### src/rtl/stopwatch_pkg.sv
// Shared types for the stopwatch engine: FSM states, decoded button events and the BCD time word.
package stopwatch_pkg;

    typedef enum logic [2:0] {
        IDLE,
        RUN,
        SPLIT,
        PAUSE,
        RECALL
    } state_e;

    typedef enum logic [2:0] {
        EV_NONE,
        EV_CLEAR,
        EV_STOP,
        EV_START,
        EV_SPLIT,
        EV_LAP,
        EV_RECALL
    } event_e;

    typedef struct packed {
        logic [3:0] h1;
        logic [3:0] h0;
        logic [3:0] m1;
        logic [3:0] m0;
        logic [3:0] s1;
        logic [3:0] s0;
        logic [3:0] c1;
        logic [3:0] c0;
    } bcd_time_t;

    localparam bcd_time_t BCD_MAX = 32'h9959_5999;

    // Highest value of digit idx, counted from c0 (idx 0) up to h1 (idx 7).
    function automatic logic [3:0] digit_max(input int idx);
        return (idx == 3 || idx == 5) ? 4'd5 : 4'd9;
    endfunction

endpackage

### src/rtl/bcd_time_counter.sv
// HH:MM:SS.CC BCD counter: single-cycle ripple carry across all digits, saturating at 99:59:59.99.
module bcd_time_counter
    import stopwatch_pkg::*;
(
    input  logic        clk,
    input  logic        rst,
    input  logic        clr_i,
    input  logic        tick_i,
    output logic [31:0] time_o,
    output logic        sat_o
);

    logic [31:0] time_reg;
    logic [31:0] time_next;
    logic [31:0] time_inc;
    logic [7:0]  carry;

    assign carry[0] = 1'b1;

    for (genvar gi = 0; gi < 8; gi++) begin : g_digit
        localparam logic [3:0] MAX = digit_max(gi);
        logic [3:0] digit;
        assign digit = time_reg[4*gi +: 4];
        assign time_inc[4*gi +: 4] = !carry[gi] ? digit :
                                     (digit == MAX) ? 4'd0 : digit + 4'd1;
        if (gi < 7) begin : g_carry
            assign carry[gi+1] = carry[gi] && (digit == MAX);
        end
    end

    assign sat_o = tick_i && (time_reg == BCD_MAX);

    always_comb begin
        time_next = time_reg;
        if (clr_i) begin
            time_next = '0;
        end else if (tick_i && !sat_o) begin
            time_next = time_inc;
        end
    end

    always_ff @(posedge clk) begin
        if (rst) begin
            time_reg <= '0;
        end else begin
            time_reg <= time_next;
        end
    end

    assign time_o = time_reg;

endmodule

### src/rtl/lap_stopwatch_core.sv
// Stopwatch engine: button FSM, centisecond prescaler, split latch, lap memory with recall, pause blink.
module lap_stopwatch_core
    import stopwatch_pkg::*;
#(
    parameter int CLK_HZ       = 100_000_000,
    parameter int TICK_HZ      = 100,
    parameter int BLINK_CYCLES = 25_000_000,
    parameter int LAP_DEPTH    = 8
) (
    input  logic                           clk,
    input  logic                           rst,
    input  logic                           start_i,
    input  logic                           stop_i,
    input  logic                           split_i,
    input  logic                           lap_i,
    input  logic                           recall_i,
    input  logic                           clear_i,
    output logic [31:0]                    time_o,
    output logic [31:0]                    disp_o,
    output logic                           disp_blank_o,
    output logic                           running_o,
    output logic [$clog2(LAP_DEPTH)-1:0]   lap_idx_o,
    output logic [$clog2(LAP_DEPTH):0]     lap_count_o,
    output logic                           lap_full_o,
    output logic                           overflow_o
);

    localparam int DIV = CLK_HZ / TICK_HZ;
    localparam int PW  = $clog2(DIV);
    localparam int BW  = (BLINK_CYCLES > 1) ? $clog2(BLINK_CYCLES) : 1;
    localparam int IW  = $clog2(LAP_DEPTH);

    state_e          state_reg, state_next;
    event_e          ev;
    logic [PW-1:0]   presc_reg;
    logic [BW-1:0]   blink_cnt_reg;
    logic            blank_reg;
    logic            overflow_reg;
    logic [IW:0]     count_reg;
    logic [IW-1:0]   idx_reg;
    bcd_time_t       split_reg;
    bcd_time_t       lap_mem [LAP_DEPTH];
    logic [31:0]     time_cur;
    logic            running, tick, sat, full, clear_cmd, lap_we, idx_wrap;

    bcd_time_counter u_counter (
        .clk    (clk),
        .rst    (rst),
        .clr_i  (clear_cmd),
        .tick_i (tick),
        .time_o (time_cur),
        .sat_o  (sat)
    );

    // Only the highest-priority pulse of a cycle is acted on.
    always_comb begin
        ev = EV_NONE;
        if (clear_i)       ev = EV_CLEAR;
        else if (stop_i)   ev = EV_STOP;
        else if (start_i)  ev = EV_START;
        else if (split_i)  ev = EV_SPLIT;
        else if (lap_i)    ev = EV_LAP;
        else if (recall_i) ev = EV_RECALL;
    end

    always_ff @(posedge clk) begin
        if (rst) state_reg <= IDLE;
        else     state_reg <= state_next;
    end

    always_comb begin
        state_next = state_reg;
        case (state_reg)
            IDLE:   if (ev == EV_START) state_next = RUN;
            RUN: begin
                if (ev == EV_STOP)       state_next = PAUSE;
                else if (ev == EV_SPLIT) state_next = SPLIT;
            end
            SPLIT: begin
                if (ev == EV_STOP)       state_next = PAUSE;
                else if (ev == EV_SPLIT) state_next = RUN;
            end
            PAUSE: begin
                if (ev == EV_CLEAR)                             state_next = IDLE;
                else if (ev == EV_START && !overflow_reg)       state_next = RUN;
                else if (ev == EV_RECALL && count_reg != '0)    state_next = RECALL;
            end
            RECALL: begin
                if (ev == EV_CLEAR)                         state_next = IDLE;
                else if (ev == EV_STOP || ev == EV_START)   state_next = PAUSE;
            end
            default: state_next = IDLE;
        endcase
        if (sat) state_next = PAUSE;
    end

    always_comb begin
        running = 1'b0;
        disp_o  = time_cur;
        case (state_reg)
            RUN:     running = 1'b1;
            SPLIT: begin
                running = 1'b1;
                disp_o  = split_reg;
            end
            RECALL:  disp_o = lap_mem[idx_reg];
            default: ;
        endcase
    end

    assign tick      = running && (presc_reg == PW'(DIV - 1));
    assign full      = (count_reg == (IW+1)'(LAP_DEPTH));
    assign clear_cmd = (ev == EV_CLEAR) && (state_reg == PAUSE || state_reg == RECALL);
    assign lap_we    = (ev == EV_LAP) && running && !full;
    assign idx_wrap  = ({1'b0, idx_reg} + (IW+1)'(1)) == count_reg;

    always_ff @(posedge clk) begin
        if (rst) begin
            presc_reg     <= '0;
            blink_cnt_reg <= '0;
            blank_reg     <= 1'b0;
            overflow_reg  <= 1'b0;
            count_reg     <= '0;
            idx_reg       <= '0;
            split_reg     <= '0;
        end else begin
            if (clear_cmd)    presc_reg <= '0;
            else if (tick)    presc_reg <= '0;
            else if (running) presc_reg <= presc_reg + PW'(1);

            if (clear_cmd) overflow_reg <= 1'b0;
            else if (sat)  overflow_reg <= 1'b1;

            if (clear_cmd)   count_reg <= '0;
            else if (lap_we) count_reg <= count_reg + (IW+1)'(1);

            if (clear_cmd || (state_reg == PAUSE && state_next == RECALL)) begin
                idx_reg <= '0;
            end else if (state_reg == RECALL && ev == EV_RECALL) begin
                idx_reg <= idx_wrap ? '0 : idx_reg + IW'(1);
            end

            if (state_reg == RUN && state_next == SPLIT) split_reg <= time_cur;

            // Blink phase restarts from "shown" every time PAUSE is (re)entered.
            if (state_reg == PAUSE && state_next == PAUSE) begin
                if (blink_cnt_reg == BW'(BLINK_CYCLES - 1)) begin
                    blink_cnt_reg <= '0;
                    blank_reg     <= ~blank_reg;
                end else begin
                    blink_cnt_reg <= blink_cnt_reg + BW'(1);
                end
            end else begin
                blink_cnt_reg <= '0;
                blank_reg     <= 1'b0;
            end
        end
    end

    always_ff @(posedge clk) begin
        if (lap_we) lap_mem[count_reg[IW-1:0]] <= time_cur;
    end

    assign time_o       = time_cur;
    assign disp_blank_o = blank_reg;
    assign running_o    = running;
    assign lap_idx_o    = idx_reg;
    assign lap_count_o  = count_reg;
    assign lap_full_o   = full;
    assign overflow_o   = overflow_reg;

endmodule

### config.mk
export PLATFORM = sky130hd
export DESIGN_NAME = lap_stopwatch_core
export DESIGN_NICKNAME = d
export VERILOG_FILES = /design/src/rtl/stopwatch_pkg.sv /design/src/rtl/bcd_time_counter.sv /design/src/rtl/lap_stopwatch_core.sv
export SDC_FILE = /design/constraint.sdc
export NUM_CORES = 1
export LEC_CHECK = 0
export CAP_MARGIN = 10
export CORE_MARGIN = 5
export CORE_UTILIZATION = 61
export CTS_CLUSTER_SIZE = 25
export DETAILED_ROUTE_END_ITERATION = 7
export PLACE_DENSITY_LB_ADDON = 0.3
export SYNTH_ARGS = -nofsm -noshare
export SYNTH_HDL_FRONTEND = slang
export SYNTH_HIERARCHICAL = 1
export SYNTH_SLANG_ARGS = --single-unit
### constraint.sdc
create_clock -name clk -period 17.45 [get_ports clk]
set_input_delay 3.49 -clock clk [delete_from_list [all_inputs] [get_ports clk]]
set_output_delay 3.49 -clock clk [all_outputs]
set_load 0.02 [all_outputs]
* Word level (Yosys, flattened, before mapping) *
Memory sizes are Yosys's and may differ from the RTL's. A register that Yosys moved wholly into a read port is not among the register bits.
Index checks and enable logic that the tools add are counted.

storage, ports and cells
  bits in registers = 121
  RAM bits = 256
  output and inout port bits = 75
  memories = 1

cells by class
  add/subtract/negate cells = 13
  equality and inequality tests = 26
  muxes and demuxes = 33
  bitwise gates (word level) = 2
  reduce and logical (&&, ||, !) cells = 39

memories
  name     words  bits a word  rd ports  clocked after Yosys merged registers in  wr ports  RTL line                  source
  lap_mem  8      32           1         1                                        1         lap_stopwatch_core.sv:42  bcd_time_t lap_mem [LAP_DEPTH];

operators with widths
  operator                                                          number
  32-bit one-hot mux with 2 select lines                            1
  3-bit two-way mux                                                 20
  4-bit by 1-bit adder with 4-bit output (second input constant)    9
  32-bit == test (second input constant)                            1
  4-bit two-way mux                                                 8
  4-bit == test (second input constant)                             7
  25-bit by 1-bit adder with 25-bit output (second input constant)  1
  25-bit == test (second input constant)                            1
  20-bit by 1-bit adder with 20-bit output (second input constant)  1
  20-bit == test (second input constant)                            1
  3-bit by 2-bit == test with 1-bit output (second input constant)  6
  1-bit logical AND                                                 18
  3-bit == test (second input constant)                             5
  3-bit one-hot mux with 5 select lines                             1
  2-bit AND reduction                                               7
  4-bit by 3-bit == test with 1-bit output (second input constant)  2
  2-bit OR reduction                                                4
  3-bit by 1-bit == test with 1-bit output (second input constant)  2
  3-bit OR reduction                                                2
  3-bit by 1-bit adder with 4-bit output (second input constant)    1
  4-bit == test                                                     1
  4-bit nonzero test                                                1
  3-bit by 1-bit adder with 3-bit output (second input constant)    1
  1-bit logical NOT                                                 3
  other kinds (4)                                                   9

* Longest topological paths before layout *
  word-level depth = 18
  gate-level depth with buffers = 13
  depth with buffers taken out = 11

* Modules after synthesis *
The synthesis kept the hierarchy.

by module, submodules not included
  module              instances  cells an instance  area each (sq um)
  lap_stopwatch_core  1          944                14183.6
  bcd_time_counter    1          196                1661.6

* Worst setup path before layout *
No wires, ideal clock.

  path type = input port to flip-flop
  start = in stop_i
  end = mem lap_mem[0][0] in the netlist's numbering, enable pin
  setup time = 0.502 ns
  arrival time = 7.403 ns
  slack = 9.545 ns
  cell stages on the path = 4
  cells stage by stage = or2_1 -> nor4b_2 -> nand3b_1 -> nor4_1

on the way
  longest elaborated chain between the ends = 7

ends and longest elaborated chain
  item                                     RTL line                   source
  from (decl)                              lap_stopwatch_core.sv:13   input logic stop_i,
  3-bit two-way mux                        lap_stopwatch_core.sv:59   else if (stop_i) ev = EV_STOP;
  3-bit two-way mux                        lap_stopwatch_core.sv:58   if (clear_i) ev = EV_CLEAR;
  3-bit == test                            lap_stopwatch_core.sv:114  assign lap_we = (ev == EV_LAP) && running && !full;
  1-bit logical AND (2 in series)          lap_stopwatch_core.sv:114
  1-bit two-way mux                        lap_stopwatch_core.sv:161  if (lap_we) lap_mem[count_reg[IW-1:0]] <= time_cur;
  1-bit two-way mux (not written as such)  lap_stopwatch_core.sv:161
  to (decl)                                lap_stopwatch_core.sv:42

No other way between the ends.

==> metrics <==
worst r2r path cells 11; most common cell in the netlist edfxtp_1; Post-Syn Instances 1140; largest cells by area after synthesis edfxtp_1 49%, dfxtp_1 16%, mux4_2 9.1%; syn nets 1153; PortBufs 82; largest net degree at the start of global routing 48; Area Overhead vs Synth 15.65%; DR WL/cell 21.11 um; vias per cell 6.125; CP Cell Sequence buf_4, mux4_2, mux2i_1, o21ai_0, clkdlybuf4s50_1; Crit Path Class flip-flop to output pin; reg2reg setup slack 12990 ps; hold path depth 2; EDFF count, synth 256; CTS H-tree depth 2; setup_tns 0 ps; Routed Antenna Nets 0; Largest register FFs 256; GRT Util Overall 23.25%; sequential-to-total area share from yosys stat 64.18%; register area 10180 um2; cells resized by post-CTS repair 0; CTS tree built; GRT overflow 0; Setup Viol. Count Final 0; ANT cells 0; Leak Pwr 0.005787 uW; Core ar. 25840 um2; Final Max Tran Viols 0; Initial Utilization 61.33%; synth unique cells 69; initial DRC count 734; Clock Skew 12.18 ps; area leader, netlist edfxtp_1; Async S/R FF share, synth 0%; Total Die Area 29300 um2; mapped cell area 15850 um2; Max-Cap Viols 0; Hold/Removal Path Class flip-flop to flip-flop; power density cells 98.36 nW/um2; hpwl dp 19820 um; Row Count 59; Post-synth top cells 256 x edfxtp_1, 124 x dfxtp_1, 106 x nand2_1; vias after detailed routing 9763; actual slew at the worst max-slew pin 1170 ps; total CTS buffers 39; fin nets 1243; vias in the first global route 9666; min Tclk post-route 6978 ps; iteration count of the initial detailed-routing pass 5; fraction of final layout cells sized beyond drive strength 1 14.61%; crit path max fanout 47; CP required 13960 ps; Avg Inst Size Synth 13.90 um2; critical path depth in cells 5; Most used DFF post-synth edfxtp_1; area of the multi-input gates 5380 um2; Die Span Y 171.2 um; Critical Path Start Type flip-flop; drt drc 0; Filler cells 1680; Post-CTS Hold Fix Bufs 0; fin crit share 39.99%; gpl congestion 0.7849; Routed WL 33650 um; first-pass GRT wire length 53500 um; Synth Warn # 6; status finished clean; Clk Latency, worst-skew pair 510 ps; Reg clk slew, reported paths 60 ps; chip width 171.2 um; post-synth top area share 48.52%; CP max stage cell buf_4; Top-Level Pins 83; CP Capture Type output pin; delay-heaviest family, CP buffers and inverters; fin util 70.92%; number of antenna violations at the first check in global routing 0; clk buf depth 3; RSZ-0062 raised after global routing no; Max stage delay on crit path 790 ps; Slew headroom 21.83%; clk sinks 380; worst vdd ir 0.06387 mV; Clock Root Buffer clkbuf_16; Buf/Inv on CP 2; postcts setup bufs 0; Fmax achieved 143.3 MHz; synthesized flop and latch total 380; worst path arrival time 3490 ps; Final Hold Vio Count 0
[per-stage QoR]
step	worst slack, ps	cells	hold slack (ps)	power [uW]	instance area [um2]
after floorplan	9545	1140	436.8	988.0	15850
after global placement	10990	1524	441.3	995.5	17050
after detailed placement	10970	1524	448.7	996.0	17050
after CTS	10400	1594	456.9	1815	18330
after global routing	10190	1594	478.7	1856	18330
final	10470	1594	454.2	1802	18330
[cells by family (layout without fill, tap and decap cells)]
| logic type | count (synthesis) | in the layout | share of synthesized area, % |
|---|---|---|---|
| xor gates and xnor gates | 59 | 59 | 3.309 |
| AOI/OAI and AO/OA | 165 | 165 | 6.436 |
| and+or+nand+nor | 350 | 350 | 11.83 |
| adders and majority gates | 5 | 5 | 0.3948 |
| muxes | 104 | 104 | 11.62 |
| buffers and inverters | 77 | 196 | 2.227 |
| DFF | 380 | 380 | 64.18 |
[tightest hold or removal path: stages (launching register included)]
cell	delay, ps
dfxtp_1	310
nand2_1	50
a21oi_1	50
[per-layer routing]
metal	GRT usage, %	vias to the layer above	share of wire, %
li1	-	4506	-
met1	32.81	4881	42
met2	38.60	316	50
met3	3.356	60	5.5
met4	6.338	0	2.1
met5	0	-	0
[report_power, final]
part           leakage (uW)  switching, uW  internal (uW)
clock network      0.000627            329            497
logic               0.00163           16.5           9.26
registers           0.00353           1.43            950
[worst paths after layout]
check,startpoint,to
max reg2reg,state_reg[1],split_reg[15]
min reg2reg,split_reg[27],split_reg[27]
max,flip-flop,disp_o[7]
min,split_reg[27],split_reg[27]
[final cells by class]
class	count	area share, %
Tap cell	335	2.287
Clock inverter	17	1.038
Sequential cell	380	55.53
Inverter	20	0.4097
Multi-Input combinational cell	683	29.36
Timing Repair Buffer	106	5.435
Clock buffer	53	5.940
[placed cells by master (no fill, tap or decap), drive strengths merged, types with 5 or more instances in the layout]
cell type,netlist,final
xnor2,34,34
edfxtp,256,256
nor2b,12,12
nor4,16,16
buf,22,24
clkbuf,35,54
and3,11,11
nand4,17,17
nor2,85,85
or3,5,5
inv,20,21
a21oi,55,55
mux2i,40,40
clkinv,0,10
o211ai,5,5
nor4b,7,7
xor2,25,25
nand3,20,20
o21ai,48,48
nor3,26,26
a31oi,6,6
and4,6,6
mux4,64,64
nor3b,6,6
ha,5,5
nand3b,6,6
o21a,5,5
dfxtp,124,124
a22oi,33,33
nand2,106,106
clkdlybuf4s50,0,81
Note: power is estimated with default switching activity, not from simulation.
